$ cat src/rtl/vend_pkg.sv
// Shared definitions for the change dispense sequencer: coin codes,
// denomination values, FSM state encodings and small coin helpers.
package vend_pkg;

    // Coin codes driven on the eject bus
    localparam logic [2:0] COIN_NONE    = 3'b000;
    localparam logic [2:0] COIN_NICKEL  = 3'b001;
    localparam logic [2:0] COIN_DIME    = 3'b010;
    localparam logic [2:0] COIN_QUARTER = 3'b011;
    localparam logic [2:0] COIN_DOLLAR  = 3'b100;

    // Denomination values in cents
    localparam logic [6:0] VAL_NICKEL  = 7'd5;
    localparam logic [6:0] VAL_DIME    = 7'd10;
    localparam logic [6:0] VAL_QUARTER = 7'd25;
    localparam logic [6:0] VAL_DOLLAR  = 7'd100;

    // Sequencer state encodings
    localparam logic [1:0] ST_IDLE   = 2'd0;
    localparam logic [1:0] ST_SELECT = 2'd1;
    localparam logic [1:0] ST_EJECT  = 2'd2;
    localparam logic [1:0] ST_DONE   = 2'd3;

    // Cent value of a coin code (0 for none/illegal codes)
    function automatic logic [6:0] coin_value(input logic [2:0] code);
        case (code)
            COIN_NICKEL:  coin_value = VAL_NICKEL;
            COIN_DIME:    coin_value = VAL_DIME;
            COIN_QUARTER: coin_value = VAL_QUARTER;
            COIN_DOLLAR:  coin_value = VAL_DOLLAR;
            default:      coin_value = 7'd0;
        endcase
    endfunction

    // One-hot hopper bit for a coin code, same ordering as hopper_empty
    function automatic logic [3:0] coin_hopper_bit(input logic [2:0] code);
        case (code)
            COIN_NICKEL:  coin_hopper_bit = 4'b0001;
            COIN_DIME:    coin_hopper_bit = 4'b0010;
            COIN_QUARTER: coin_hopper_bit = 4'b0100;
            COIN_DOLLAR:  coin_hopper_bit = 4'b1000;
            default:      coin_hopper_bit = 4'b0000;
        endcase
    endfunction

endpackage

$ cat src/rtl/dispense_timer.sv
// Hopper acknowledge watchdog. Counts cycles while run is high and flags
// expiry on the TIMEOUT_CYC-th consecutive cycle; clears whenever run drops.
module dispense_timer #(
    parameter int TIMEOUT_CYC = 1000
) (
    input  logic clk,
    input  logic reset,
    input  logic run,
    output logic expired
);

    localparam int CW = (TIMEOUT_CYC > 1) ? $clog2(TIMEOUT_CYC + 1) : 1;

    logic [CW-1:0] count;

    // Cycle counter, restarted every time the sequencer leaves EJECT
    always_ff @(posedge clk) begin
        if (reset || !run) begin
            count <= '0;
        end else if (!expired) begin
            count <= count + CW'(1);
        end
    end

    assign expired = run && (count == CW'(TIMEOUT_CYC - 1));

endmodule

$ cat src/rtl/change_dispense_sequencer.sv
// Change dispense sequencer: pays out a requested amount greedily from the
// dollar/quarter/dime/nickel hoppers, one acknowledged coin at a time, and
// reports the undispensed remainder on completion.
// Optional feature: define DISPENSE_TIMEOUT_EN to add a hopper-ack watchdog
// that masks a hopper which fails to acknowledge and raises a sticky error.
module change_dispense_sequencer
    import vend_pkg::*;
#(
    parameter int AMOUNT_W    = 8,
    parameter int TIMEOUT_CYC = 1000
) (
    input  logic                clk,
    input  logic                reset,
    input  logic                req_valid,
    output logic                req_ready,
    input  logic [AMOUNT_W-1:0] req_amount,
    input  logic [3:0]          hopper_empty,
    output logic [2:0]          eject,
    output logic                eject_valid,
    input  logic                eject_ack,
    output logic                done,
    output logic [AMOUNT_W-1:0] short,
    output logic                error
);

    // Comparisons against denomination values need at least 8 bits
    localparam int VW = (AMOUNT_W > 8) ? AMOUNT_W : 8;

    logic [1:0]          state;
    logic [AMOUNT_W-1:0] remaining;
    logic [VW-1:0]       rem_ext;
    logic [AMOUNT_W-1:0] amt_mod5;
    logic [3:0]          fault_mask;
    logic [3:0]          avail;
    logic [2:0]          pick;
    logic                timeout;

    assign rem_ext  = VW'(remaining);
    assign amt_mod5 = AMOUNT_W'(VW'(req_amount) % VW'(5));
    assign avail    = ~hopper_empty & ~fault_mask;

    assign req_ready   = (state == ST_IDLE);
    assign eject_valid = (state == ST_EJECT);
    assign done        = (state == ST_DONE);

    // Largest usable denomination that still fits in the remaining amount
    always_comb begin
        pick = COIN_NONE;
        if (avail[3] && rem_ext >= VW'(VAL_DOLLAR)) begin
            pick = COIN_DOLLAR;
        end else if (avail[2] && rem_ext >= VW'(VAL_QUARTER)) begin
            pick = COIN_QUARTER;
        end else if (avail[1] && rem_ext >= VW'(VAL_DIME)) begin
            pick = COIN_DIME;
        end else if (avail[0] && rem_ext >= VW'(VAL_NICKEL)) begin
            pick = COIN_NICKEL;
        end
    end

    // Main sequencer: capture, select, eject/ack, completion
    always_ff @(posedge clk) begin
        if (reset) begin
            state     <= ST_IDLE;
            remaining <= '0;
            eject     <= COIN_NONE;
            short     <= '0;
        end else begin
            case (state)
                ST_IDLE: begin
                    if (req_valid) begin
                        // Sub-nickel cents can never be paid; book them short now
                        remaining <= req_amount - amt_mod5;
                        short     <= amt_mod5;
                        state     <= ST_SELECT;
                    end
                end
                ST_SELECT: begin
                    if (remaining == '0) begin
                        state <= ST_DONE;
                    end else if (pick == COIN_NONE) begin
                        short     <= short + remaining;
                        remaining <= '0;
                        state     <= ST_DONE;
                    end else begin
                        eject <= pick;
                        state <= ST_EJECT;
                    end
                end
                ST_EJECT: begin
                    // A coin is only chosen when it fits, so this cannot underflow
                    if (eject_ack) begin
                        remaining <= remaining - AMOUNT_W'(coin_value(eject));
                        eject     <= COIN_NONE;
                        state     <= ST_SELECT;
                    end else if (timeout) begin
                        eject <= COIN_NONE;
                        state <= ST_SELECT;
                    end
                end
                ST_DONE: begin
                    state <= ST_IDLE;
                end
                default: begin
                    state <= ST_IDLE;
                end
            endcase
        end
    end

`ifdef DISPENSE_TIMEOUT_EN
    logic timer_expired;

    dispense_timer #(
        .TIMEOUT_CYC(TIMEOUT_CYC)
    ) u_timer (
        .clk     (clk),
        .reset   (reset),
        .run     (state == ST_EJECT),
        .expired (timer_expired)
    );

    // An ack arriving on the expiry cycle still counts as a dispensed coin
    assign timeout = timer_expired && !eject_ack;

    // Sticky per-hopper fault mask and error flag, cleared only by reset
    always_ff @(posedge clk) begin
        if (reset) begin
            fault_mask <= 4'b0000;
            error      <= 1'b0;
        end else if (state == ST_EJECT && timeout) begin
            fault_mask <= fault_mask | coin_hopper_bit(eject);
            error      <= 1'b1;
        end
    end
`else
    // Keeps the timeout parameter referenced in builds without the watchdog
    logic unused_timeout_cfg;
    assign unused_timeout_cfg = (TIMEOUT_CYC > 0);

    assign timeout    = 1'b0;
    assign fault_mask = 4'b0000;
    assign error      = 1'b0;
`endif

endmodule

$ cat config.mk
export PLATFORM = sky130hd
export DESIGN_NAME = change_dispense_sequencer
export DESIGN_NICKNAME = d
export VERILOG_FILES = /design/src/rtl/vend_pkg.sv /design/src/rtl/dispense_timer.sv /design/src/rtl/change_dispense_sequencer.sv
export SDC_FILE = /design/constraint.sdc
export NUM_CORES = 1
export LEC_CHECK = 0
export ABC_AREA = 1
export CAP_MARGIN = 30
export CELL_PAD_IN_SITES_DETAIL_PLACEMENT = 1
export CELL_PAD_IN_SITES_GLOBAL_PLACEMENT = 1
export CORE_UTILIZATION = 41
export CTS_CLUSTER_DIAMETER = 150
export DETAILED_ROUTE_END_ITERATION = 8
export DONT_BUFFER_PORTS = 1
export HOLD_SLACK_MARGIN = 0.03
export PLACE_DENSITY = 0.78
export SETUP_SLACK_MARGIN = 0.4
export SKIP_CTS_REPAIR_TIMING = 1
export SLEW_MARGIN = 5
export SYNTH_ARGS = -nofsm -noshare
export SYNTH_HDL_FRONTEND = slang
export SYNTH_HIERARCHICAL = 1
export SYNTH_SLANG_ARGS = --single-unit
export TNS_END_PERCENT = 5
$ cat constraint.sdc
create_clock -name clk -period 4.9 [get_ports clk]
set_input_delay 0.735 -clock clk [delete_from_list [all_inputs] [get_ports clk]]
set_output_delay 0.735 -clock clk [all_outputs]
set_load 0.01 [all_outputs]
* Yosys cells after proc, flatten, opt, wreduce, memory -nomap -nowiden
Index checks and enable logic that the tools add are counted.
** Word-level totals
- Output and inout bits :: 15
- Input port bits :: 16
- Register bits after elaboration :: 21
** Cells by class
- $add $sub $neg :: 3
- Equal/unequal tests :: 12
- Bitwise gates (word level) :: 1
- Div/mod/pow operators :: 1
- $lt $le $gt $ge :: 4
- Reduce and logical (&&, ||, !) cells :: 14
- Muxes and demuxes :: 26
** Operators by type and width (count)
- $mux 8 :: 7
- $pmux 7 s4 :: 1
- $pmux 8 s3 :: 1
- $mux 7 :: 3
- $pmux 8 s2 :: 1
- $mux 3 :: 5
- $add 8x8->8 :: 1
- $ge 8x3->1 const B :: 1
- $ge 8x4->1 const B :: 1
- $ge 8x5->1 const B :: 1
- $ge 8x7->1 const B :: 1
- $logic_not 8->1 :: 1
- $mod 8x3->8 const B :: 1
- $ne 2x2->1 const B :: 4
- $pmux 2 s4 :: 1
- $reduce_and 4->1 :: 2
- $sub 8x7->8 :: 1
- $sub 8x8->8 :: 1
- $eq 3x2->1 const B :: 2
- $mux 2 :: 3
- $pmux 3 s2 :: 1
- $reduce_and 5->1 :: 1
- $eq 2x2->1 const B :: 2
- $logic_and 1x1->1 :: 4
- 11 further kinds :: 14

* Depth between registers and ports, before layout
Gate-level depths: netlist of run 1.
- Depth in word-level cells :: 10
- Gate-level depth with buffers :: 46

* Worst setup path before layout of run 1
Ideal clock, no wire load.
- Path type :: input -> register
- Start point :: input req_amount[5]
- End point :: register remaining[7] (netlist: rem_ext[7])
- Library setup time :: 0.066 ns
- Setup slack :: 0.072 ns
- Stages on the path :: 37
- Arrival time :: 4.761 ns
- Data required time :: 4.834 ns
- Cell sequence :: inv_2 nand2_2 o211ai_1 nand3_2 nand2_4 nand2_4 a21oi_4 nand2_4 nand2_2 nand2_2 nand2_2 inv_2 ha_1 inv_1 nand3_2 nand2_4 nand4_1 and2_1 ha_1 inv_1 nand2_1 nand4_4 mux2_2 ha_1 nand2_1 nor2_1 a211oi_1 nor2_1 o21ai_0 nand2_1 nand3_2 nand2_1 nand2_1 nand2_1 nand2_1 nand3_2 a21oi_2
** Between the ends
- Cells in the longest elaborated chain, start to end :: 4
** Ends and longest elaborated chain
- start: declaration :: RTL line change_dispense_sequencer.sv:16 : input logic [AMOUNT_W-1:0] req_amount,
- $mod 8x3->8 :: RTL line change_dispense_sequencer.sv:39 : assign amt_mod5 = AMOUNT_W'(VW'(req_amount) % VW'(5));
- $sub 8x8->8 (*) :: RTL line change_dispense_sequencer.sv:72 : remaining <= req_amount - amt_mod5;
- $mux 8 (*) :: RTL line change_dispense_sequencer.sv:70 : if (req_valid) begin
- $pmux 8 s3 (*) :: RTL line change_dispense_sequencer.sv:68 : case (state)
- end signal: assignment :: RTL line change_dispense_sequencer.sv:72
- end signal: assignment :: RTL line change_dispense_sequencer.sv:92 : remaining <= remaining - AMOUNT_W'(coin_value(eject));
- end: declaration :: RTL line change_dispense_sequencer.sv:30 : logic [AMOUNT_W-1:0] remaining;
Mark *: on every way between the ends. The rest lies on a longest branch, timed or not. The select of a mux whose other input is x is not followed.
A chain may end at the register's enable or synchronous reset.

* Worst setup path in the final report of run 1
- Start point :: input req_amount[5]
- End point :: register remaining[6] (netlist: rem_ext[6])
The elaborated chain is that of the path after synthesis.

==> summary.md, run 1 <==
| Metric | Value |
|---|---|
| Layout area overhead | `16.4%` |
| CP peak stage delay | `0.40 ns` |
| Initial core utilization | `42.4%` |
| Worst Min Path Start | `rem_ext[0]$_SDFFE_PP0P_` |
| Yosys top cell area share | `15.7%` |
| Share of layout cells above drive strength 1 | `19.1%` |
| DIE HEIGHT | `82.8 microns` |
| Max stage delay cell, worst path | `fa_2` |
| Actual slew at the worst max-slew pin | `0.557 ns` |
| Sequential share of the synthesized area | `15.7%` |
| Syn nets | `467` |
| Final wirelength | `8060 microns` |
| Flop pwr share | `17.9%` |
| Run status | `complete, no violations` |
| Total core area | `6310 sq um` |
| Final setup margin | `0.237 ns` |
| DP Cell Count | `496` |
| Reg2Reg Setup Slack | `2.03 ns` |
| Fin nets | `483` |
| Largest net degree at the start of global routing | `16` |
| Hold Path Depth | `2` |
| Gr usage total | `23.8%` |
| Placed inst area | `2890 sq um` |
| Fin area | `3120 sq um` |
| CTS HTree Levels | `1` |
| Crit. End Element | `register` |
| CP Max Fanout | `5` |
| Final HPWL DP | `6610 microns` |
| Cell count after synthesis | `420` |
| Antenna violations before repair | `0` |
| Hold Crit Class | `register to register` |
| CTS tree | `yes` |
| Combinational power share | `75.7%` |
| Reg2Reg Depth | `13` |
| CP Class | `input port to register` |
| # port buffers | `0` |
| Finished Layout Cells | `512` |
| Netlist cell types | `40` |
| # setup viols final | `0` |
| Max frequency | `0.214 GHz` |
| Ys Warns | `6` |
| Period minus WS final | `4.66 ns` |
| Fin. max-slew vios | `0` |
| Vias/cell | `5.47` |
| Post-DRT Antenna Nets | `0` |
| Longest Clk Path Bufs | `2` |
| Clock Pin Slew Worst Setup and Hold Paths | `0.08 ns` |
| Worst slew margin | `62.5%` |
| Int Power | `823 uW` |
| Clk root buf | `clkbuf_8` |
| Syn Area/Cell | `6.38 sq um` |
| Die Wd | `82.8 microns` |
| Cell mode on critical path | `nand2_4` |
| Drt drc | `0` |
| PD cells | `599 nW/um^2` |
| Area of the die | `6860 sq um` |
| Synth Cell Area | `2680 sq um` |
| Synth top area cells | `dfxtp_1 16%, ha_1 13%, nand2_1 13%` |
| Final TNS setup | `0 ns` |
| Worst VDD drop | `0.318 mV` |
| Worst-skew pair later-pin latency | `0.27 ns` |
| Worst Skew | `0.00522 ns` |
| Period utilization | `95.2%` |
| Clock power share | `6.4%` |
| Max-cap viol count | `0` |
| Grt total ovfl | `0` |
| Min Hold Slack | `0.512 ns` |
| # clock sinks | `21` |
| Cell taking the most area after synthesis | `dfxtp_1` |
| Leakage power total | `1.54 nW` |
| Avg WL per Cell | `15.7 microns` |
| Sw Pwr | `1.04 mW` |
| RSZ-0062 raised after global routing | `yes` |
| Vias | `2,801` |
| Initial DRC count | `81` |
| FP Rows | `29` |
| Switch share | `55.9%` |
| I/O pin cnt | `31` |
| Place WS | `-0.196 ns` |
| First-pass GRT wire length | `13,500 microns` |
| Worst Path Required | `5.07 ns` |
| Flops & latches, synth | `21` |
| TritonCTS buffer count | `3` |
| Endpoints failing hold | `0` |
| Number of global-route vias before repair | `2,837` |
| Inserted Diodes | `0` |
| Worst EP arrival | `4.83 ns` |
| First drt pass iteration count | `4` |
| Crit path launch | `req_amount[5]` |
| Reg2reg start | `rem_ext[5]$_SDFFE_PP0P_` |
| Crit start category | `input port` |
| Placer congestion estimate | `0.812` |
[layer usage]
metal | part of all wire (%) | wire length [microns] | track usage, % | up-vias
met1 | 49 | 3970 | 33.4 | 1328
met5 | 0 | 0 | 0 | -
li1 | - | - | - | 1425
met4 | 0.66 | 53 | 2.98 | 0
met3 | 2.9 | 231 | 3.28 | 11
met2 | 47 | 3810 | 39.6 | 37
[power by group through the flow]
stage / Combinational, mW / Sequential, mW / Clock [mW]
6_report: 1.41 / 0.334 / 0.120
4_1_cts: 1.32 / 0.336 / 0.124
2_1_floorplan: 1.01 / 0.307 / 0
5_1_grt: 1.60 / 0.345 / 0.129
3_5_place_dp: 1.32 / 0.339 / 0
3_3_place_gp: 1.26 / 0.337 / 0
[cell usage in the layout, fill, tap and decap left out, types with 2 or more instances in the layout]
| cell | Yosys | final |
|---|---|---|
| clkbuf_8 | 0 | 3 |
| xor2_1 | 8 | 8 |
| o21ai_0 | 27 | 26 |
| a21oi_2 | 2 | 4 |
| dfxtp_1 | 21 | 21 |
| nand4_1 | 7 | 7 |
| nand3_2 | 8 | 6 |
| o21bai_1 | 3 | 3 |
| ha_1 | 28 | 23 |
| nand2_4 | 4 | 10 |
| nand3_4 | 0 | 2 |
| nor2_1 | 34 | 32 |
| ha_4 | 0 | 5 |
| nand3_1 | 23 | 23 |
| inv_4 | 0 | 2 |
| a21oi_1 | 38 | 36 |
| nor3_1 | 3 | 3 |
| o211ai_1 | 5 | 5 |
| nor2_2 | 0 | 2 |
| xnor2_1 | 2 | 2 |
| or2_1 | 2 | 2 |
| nand2_1 | 93 | 85 |
| nand2_2 | 14 | 16 |
| inv_2 | 6 | 5 |
| buf_4 | 1 | 16 |
| a221oi_1 | 2 | 2 |
| a211oi_1 | 7 | 6 |
| inv_1 | 59 | 56 |
| fa_1 | 3 | 2 |
| o21ai_1 | 2 | 3 |
[worst paths after layout]
| kind | end |
|---|---|
| min reg2reg | rem_ext[0]$_SDFFE_PP0P_ |
| max | rem_ext[6]$_SDFFE_PP0P_ |
| max reg2reg | short[6]$_SDFFE_PP0P_ |
| min | rem_ext[0]$_SDFFE_PP0P_ |
[per-stage QoR]
step | util [%] | total power, mW
final | 49.3 | 1.87
after floorplan | - | 1.32
after global routing | 49.3 | 2.07
after global placement | 45.8 | 1.60
after CTS | 46.6 | 1.79
after detailed placement | 45.8 | 1.66
[state kept, by name, summed over array words and instances, names as in the netlist]
signal	flops
state	2
rem_ext	8
short	8
eject	3
[worst max-delay path, delay by kind of cell]
kind | cells | cell delay [ns]
adders and majority gates | 3 | 0.71
AOI/OAI and AO/OA | 6 | 0.97
muxes | 1 | 0.35
and+or+nand+nor | 18 | 1.82
buffers and inverters | 5 | 0.23
[synth_stat cells (all sizes together)]
library cell  count
ha               28
o211ai            5
o21bai            3
a221oi            2
nor3              3
nor4              1
nand4             9
clkbuf            4
nand3            31
inv              65
a21oi            41
nand3b            1
a211oi            7
fa                3
buf               1
dfxtp            21
a31oi             1
a21o              1
o21ai            30
nand2           111
or2               2
conb              1
and2              1
xor2              8
nor2             35
o22ai             1
mux2              1
o2111ai           1
xnor2             2
[cell families after synthesis]
group	Yosys count	share of synthesized area, %
AND/OR/NAND/NOR	194	35.1
multiplexers	1	0.421
XOR/XNOR	10	3.27
adder cells (fa/ha/maj)	31	15.3
buffers and inverters	70	9.95
other	1	0.140
AO/OA/AOI/OAI	92	20.0
flip-flops	21	15.7
[final cells by class]
cell class | instances | area [sq um]
Clock buffer | 3 | 41.3
Sequential cell | 21 | 420
Inverter | 65 | 288
Multi-Input combinational cell | 329 | 2140
Timing Repair Buffer | 16 | 120
Clock inverter | 1 | 5.00
Tap cell | 77 | 96.3
Fill cell | 860 | 3200
Power figures use the tool's default switching activity.
==> inputs of run 2 (changes only) <==
- CELL_PAD_IN_SITES_GLOBAL_PLACEMENT: 1 -> 2
- CORE_UTILIZATION: 41 -> 32
- PLACE_DENSITY: 0.78 -> 0.79
==> run 2 against run 1 <==
Cell area up 4.0%. Non-clock buffer count up 7. Clock power down 4%. Critical endpoint unchanged.
==> summary.md, run 2 (synthesized netlist as in run 1, its figures left out) <==
| Metric | Value |
|---|---|
| Run status | `complete, no violations` |
| Final core occ | `40.9% (-8.5 points)` |
| Worst slew margin | `59.8% (-2.7 points)` |
| Actual slew at the worst max-slew pin | `0.598 ns (+0.0406 ns)` |
| Initial core utilization | `33.8% (-8.6 points)` |
| Initial DRC count | `60 (-26%)` |
| Fin nets | `490 (+1.4%)` |
| Int Power | `841 uW (+2.2%)` |
| Inserted Diodes | `0 (unchanged)` |
| Antenna violations before repair | `0 (unchanged)` |
| Crit. End Element | `register` |
| First drt pass iteration count | `4 (unchanged)` |
| Cell mode on critical path | `nand2_4` |
| Max frequency | `0.223 GHz (+4.0%)` |
| Hold Crit Class | `register to register` |
| Endpoints failing hold | `0 (unchanged)` |
| Leakage power total | `1.58 nW (+2.9%)` |
| Worst Path Required | `5.05 ns (-0.02 ns)` |
| Number of global-route vias before repair | `2,609 (-8.0%)` |
| Final TNS setup | `0 ns (unchanged)` |
| Final wirelength | `8030 microns (-0.36%)` |
| Worst-skew pair later-pin latency | `0.26 ns (about the same)` |
| Worst Min Path Start | `rem_ext[0]$_SDFFE_PP0P_` |
| Die Wd | `93.5 microns (+13%)` |
| CP Max Fanout | `5 (unchanged)` |
| Max stage delay cell, worst path | `fa_2` |
| Worst EP arrival | `4.64 ns (-0.19 ns)` |
| CP Class | `input port to register` |
| Longest Clk Path Bufs | `2 (unchanged)` |
| # setup viols final | `0 (unchanged)` |
| PD cells | `574 nW/um^2 (-4.2%)` |
| RSZ-0062 raised after global routing | `yes` |
| Share of layout cells above drive strength 1 | `21.5% (+2.4 points)` |
| Post-DRT Antenna Nets | `0 (unchanged)` |
| Clock Pin Slew Worst Setup and Hold Paths | `0.08 ns (about the same)` |
| Largest net degree at the start of global routing | `16 (unchanged)` |
| Place WS | `-0.145 ns (+0.0509 ns)` |
| Reg2reg start | `state[1]$_SDFFE_PP0P_` |
| Total core area | `7930 sq um (+26%)` |
| Avg WL per Cell | `14.8 microns (-6.2%)` |
| Clock power share | `6.2% (-0.2 points)` |
| Vias/cell | `5.05 (-7.7%)` |
| Area of the die | `8740 sq um (+27%)` |
| Most frequent cells in the layout | `81 x nand2_1, 56 x inv_1, 36 x a21oi_1` |
| Commonest non-fill, non-tap cell in the layout | `nand2_1` |
| Grt total ovfl | `0 (unchanged)` |
| Layout area overhead | `21.0%` |
| Vias | `2,748 (-1.9%)` |
| TritonCTS buffer count | `3 (unchanged)` |
| Gr usage total | `18.6% (-5.1 points)` |
| Worst VDD drop | `0.212 mV (-33%)` |
| Placer congestion estimate | `0.853 (+5.1%)` |
| Switch share | `54.8% (-1.1 points)` |
| Combinational power share | `75.8% (about the same)` |
| CTS tree | `yes` |
| I/O pin cnt | `31 (unchanged)` |
| First-pass GRT wire length | `13,000 microns (-3.6%)` |
| FP Rows | `32 (+10%)` |
| Flop pwr share | `18.0% (about the same)` |
| Crit start category | `input port` |
| Final setup margin | `0.414 ns (+0.177 ns)` |
| # clock sinks | `21 (unchanged)` |
| Clk root buf | `clkbuf_8` |
| CP peak stage delay | `0.40 ns (about the same)` |
| DIE HEIGHT | `93.5 microns (+13%)` |
| Period minus WS final | `4.49 ns (-0.177 ns)` |
| Period utilization | `91.5% (-3.6 points)` |
| Fin. max-slew vios | `0 (unchanged)` |
| Layout fillers | `1,035 (+20%)` |
| Worst Skew | `0.00459 ns (-0.000632 ns)` |
| # port buffers | `0 (unchanged)` |
| Crit path launch | `req_amount[5]` |
| Final HPWL DP | `6600 microns (about the same)` |
| CTS HTree Levels | `1 (unchanged)` |
| Max-cap viol count | `0 (unchanged)` |
| Drt drc | `0 (unchanged)` |
| Sw Pwr | `1.02 mW (-2.3%)` |
==> run 2: cell count changes in the layout (fill, tap and decap cells not counted), moves of 2 or more <==
cell / previous run / this run
buf_4: 16 / 23
nand2_1: 85 / 81
nand2_2: 16 / 18
nand2_4: 10 / 12
nand3_1: 23 / 20
nand3_4: 2 / 4
==> run 2: layout make-up <==
type                       instances  area (sq um)  share of cell area, %
sequential                        21           420                   13.0
inverter                          65           283                   8.73
clock buffer                       4          45.0                   1.39
timing repair buffer              23           173                   5.33
tap                              102           128                   3.94
multi-input combinational        329          2190                   67.6
==> run 2: through the flow <==
stage	cell area [sq um]	cells	total power, mW	hold WS [ns]
final	3240	544	1.86	0.513
after global routing	3240	544	2.08	0.508
after CTS	2990	528	1.79	0.514
after detailed placement	2950	524	1.67	0.502
after global placement	2950	524	1.64	0.496
after floorplan	2790	420	1.32	0.466
==> run 2: path summary, 6_finish.rpt <==
kind	end	slack (ns)	cells past startpoint
worst max-delay path	rem_ext[6]$_SDFFE_PP0P_	0.41	35
worst min-delay path	rem_ext[0]$_SDFFE_PP0P_	0.51	2
worst max register to register	short[2]$_SDFFE_PP0P_	1.99	10
worst min register to register	rem_ext[0]$_SDFFE_PP0P_	0.51	2
==> run 2: layer usage <==
layer	global-route usage [%]	vias to the layer above	share of wire [%]
met3	3.01	4	2.2
met2	29.7	21	45
met1	27.3	1287	52
li1	-	1436	-
met4	1.15	0	0.21
met5	0	-	0
==> run 2: critical path: cells and delay by family <==
kind                     cells  cell delay, ns
AND/OR/NAND/NOR             16            1.51
AO/OA/AOI/OAI                7            0.70
adder cells (fa/ha/maj)      3            0.69
buffers and inverters        8            0.64
multiplexers                 1            0.35
==> run 2: power by group through the flow <==
stage          registers, mW  logic (mW)  clock network (mW)
2_1_floorplan          0.307        1.01                   0
3_3_place_gp           0.339        1.30                   0
3_5_place_dp           0.340        1.33                   0
4_1_cts                0.336        1.33               0.122
5_1_grt                0.346        1.60               0.128
6_report               0.336        1.41               0.115
==> inputs of run 3 (changes only) <==
- ABC_AREA: 1 -> default
- CORE_UTILIZATION: 32 -> 35
- CTS_CLUSTER_SIZE: default -> 16
- GPL_ROUTABILITY_DRIVEN: default -> 0
- PLACE_DENSITY: 0.79 -> 0.78
==> run 3 against run 2 <==
The run now ends with negative setup slack left. Largest cell class unchanged. Non-clock buffer count is 16 higher. Clock power is 4% higher. Die area rose by 3.9%. Worst setup slack got worse by 0.62 ns. Hold slack better by 0.011 ns. Largest power group unchanged. Sequential share of layout area decreased by 0.94 points. Flip-flop and latch count is the same. Highest routed layer unchanged.
==> summary.md, run 3 <==
| Metric | Value |
|---|---|
| Antenna violations before repair | `0 (unchanged)` |
| CP Max Fanout | `21 (+16)` |
| Post-Synth Adder-Cell Area | `13.5% (-1.8 points)` |
| Post-synthesis compound-gate area fraction | `30.3% (+10 points)` |
| Initial core utilization | `36.7% (+2.9 points)` |
| Fin nets | `455 (-7.1%)` |
| Synth Cell Area | `3040 sq um (+14%)` |
| Vias | `2,954 (+7.5%)` |
| Hold Crit Class | `input port to register` |
| Netlist cell types | `87 (+120%)` |
| Area of the die | `9070 sq um (+3.9%)` |
| FP Rows | `33 (+3.1%)` |
| Syn nets | `430 (-7.9%)` |
| Most frequent cells in the layout | `39 x buf_4, 29 x inv_1, 24 x a21oi_1, 24 x ha_1, 23 x nand2_1` |
| Crit start category | `input port` |
| Worst EP arrival | `5.27 ns (+0.63 ns)` |
| Grt total ovfl | `0 (unchanged)` |
| Final core occ | `42.1% (+1.2 points)` |
| Post-synth top flop | `dfxtp_1` |
| Longest Clk Path Bufs | `2 (unchanged)` |
| Layout area overhead | `14.8%` |
| Worst-skew pair later-pin latency | `0.27 ns (about the same)` |
| Crit. End Element | `register` |
| Post-DRT Antenna Nets | `0 (unchanged)` |
| PD cells | `503 nW/um^2 (-12%)` |
| Inserted Diodes | `0 (unchanged)` |
| Endpoints failing hold | `0 (unchanged)` |
| Layout fillers | `1,010 (-2.4%)` |
| Fin area | `3490 sq um (+7.8%)` |
| Async set-or-reset flop fraction in the synthesized netlist | `0% (unchanged)` |
| Share of layout cells above drive strength 1 | `21.9% (+0.37 points)` |
| Final setup margin | `-0.203 ns (-0.617 ns)` |
| Count leader, synth | `inv_1` |
| Synth top area cells | `dfxtp_1 14%, ha_1 12%, xnor2_1 5.5%` |
| Cell taking the most area after synthesis | `dfxtp_1` |
| RSZ-0062 raised after global routing | `yes` |
| First drt pass iteration count | `4 (unchanged)` |
| CP Class | `input port to register` |
| Syn Area/Cell | `7.95 sq um (+25%)` |
| Clk root buf | `clkbuf_8` |
| Yosys top cell area share | `13.8% (-1.9 points)` |
| Worst Skew | `0.00600 ns (+0.00141 ns)` |
| CTS HTree Levels | `1 (unchanged)` |
| Simple-Gate Fraction of Synth Area | `24.2% (-11 points)` |
| I/O pin cnt | `31 (unchanged)` |
| Period utilization | `104% (+13 points)` |
| Drt drc | `0 (unchanged)` |
| Worst slew margin | `49.1% (-11 points)` |
| Fin. max-slew vios | `0 (unchanged)` |
| Cell count after synthesis | `383 (-8.8%)` |
| Final TNS setup | `-0.287 ns (-0.287 ns)` |
| Place WS | `-0.561 ns (-0.416 ns)` |
| Number of global-route vias before repair | `3,007 (+15%)` |
| Period minus WS final | `5.10 ns (+0.617 ns)` |
| # clock sinks | `21 (unchanged)` |
| Final HPWL DP | `7290 microns (+11%)` |
| Max-cap viol count | `0 (unchanged)` |
| First-pass GRT wire length | `15,200 microns (+17%)` |
| Placed inst area | `3380 sq um (+15%)` |
| Flops & latches, synth | `21 (unchanged)` |
| Clock Pin Slew Worst Setup and Hold Paths | `0.09 ns (about the same)` |
| TritonCTS buffer count | `3 (unchanged)` |
| Avg WL per Cell | `18.4 microns (+25%)` |
| Vias/cell | `5.77 (+14%)` |
| Actual slew at the worst max-slew pin | `0.764 ns (+0.166 ns)` |
| Largest net degree at the start of global routing | `24 (+8)` |
| CTS tree | `yes` |
| Post-synthesis mux area share | `2.42% (+2.0 points)` |
| Final wirelength | `9420 microns (+17%)` |
| Synth cell count leaders | `30 x inv_1, 28 x ha_1, 26 x a21oi_1` |
| Max frequency | `0.196 GHz (-12%)` |
| Ys Warns | `6 (unchanged)` |
| Sequential share of the synthesized area | `13.8% (-1.9 points)` |
| Finished Layout Cells | `512 (-5.9%)` |
| Total core area | `8300 sq um (+4.7%)` |
| Leakage power total | `1.41 nW (-11%)` |
| Initial DRC count | `94 (+57%)` |
| Run status | `finished with violations` |
| Largest family of logic cells by synthesized area | `compound AO/OA/AOI/OAI gates` |
| # setup viols final | `2 (+2)` |
| Gr usage total | `21.3% (+2.6 points)` |
| DIE HEIGHT | `95.3 microns (+1.9%)` |
| Worst Path Required | `5.06 ns (about the same)` |
| Violated checks | `negative setup slack` |
| Commonest non-fill, non-tap cell in the layout | `buf_4` |
| Die Wd | `95.3 microns (+1.9%)` |
| EDFF count, synth | `0 (unchanged)` |
| Xor and xnor area share after synthesis | `7.19% (+3.9 points)` |
| # port buffers | `0 (unchanged)` |
| DP Cell Count | `506 (-3.4%)` |
| Worst VDD drop | `0.193 mV (-8.9%)` |
run 3: per-layer routing:
layer	vias up	wire (microns)	part of all wire (%)	track usage (%)
met5	-	0	0	0
met4	0	46	0.49	0.884
met1	1430	4590	49	29.5
met2	49	4480	48	35.9
li1	1469	-	-	-
met3	6	293	3.1	3.67
run 3: layout make-up:
class,count,area [sq um],area share [%]
multi-input cells,313,2490,71.3
clock inverters,1,5.00,0.143
inverters,30,113,3.22
clock buffers,3,41.3,1.18
flip-flops and latches,21,420,12.0
repair buffers,39,293,8.38
well taps,105,131,3.76
run 3: path summary, 6_finish.rpt:
check,depth (start not counted),endpoint,slack [ns],startpoint
hold reg to reg,2,short[1]$_SDFFE_PP0P_,0.55,short[1]$_SDFFE_PP0P_
hold / removal,1,eject[1]$_SDFFE_PP0P_,0.52,reset
setup / recovery,21,rem_ext[6]$_SDFFE_PP0P_,-0.20,req_amount[4]
setup reg to reg,11,rem_ext[6]$_SDFFE_PP0P_,1.70,rem_ext[5]$_SDFFE_PP0P_
run 3: cell families (layout without fill, tap and decap cells):
kind of cell             after synthesis  after routing
XOR/XNOR                              25             25
AND/OR/NAND/NOR                      122            122
adder cells (fa/ha/maj)               31             31
flip-flops                            21             21
buffers and inverters                 49             73
AO/OA/AOI/OAI                        127            127
other                                  1              1
multiplexers                           7              7
run 3: critical path, cell delays in order:
cell	delay, ns
and2b_2	0.21
a311oi_1	0.42
a32oi_2	0.13
buf_4	0.18
or4_4	0.48
nand2_2	0.09
mux2_4	0.34
ha_4	0.18
nand4b_1	0.09
o2111a_2	0.22
nand2b_4	0.13
mux2_4	0.34
fa_2	0.41
a21o_1	0.20
a21oi_2	0.16
inv_1	0.07
a21oi_2	0.17
nor3_2	0.07
a221oi_1	0.27
o21ai_1	0.11
o31a_1	0.28
run 3: stage by stage:
stage	power, mW	hold WS, ns
6_report	1.76	0.524
5_1_grt	1.94	0.515
3_5_place_dp	1.61	0.531
3_3_place_gp	1.57	0.521
2_1_floorplan	1.25	0.492
4_1_cts	1.74	0.521
run 3: power by group:
| part | switching [mW] | internal, mW |
|---|---|---|
| Combinational | 0.698 | 0.567 |
| Sequential | 0.131 | 0.243 |
| Clock | 0.0634 | 0.0568 |
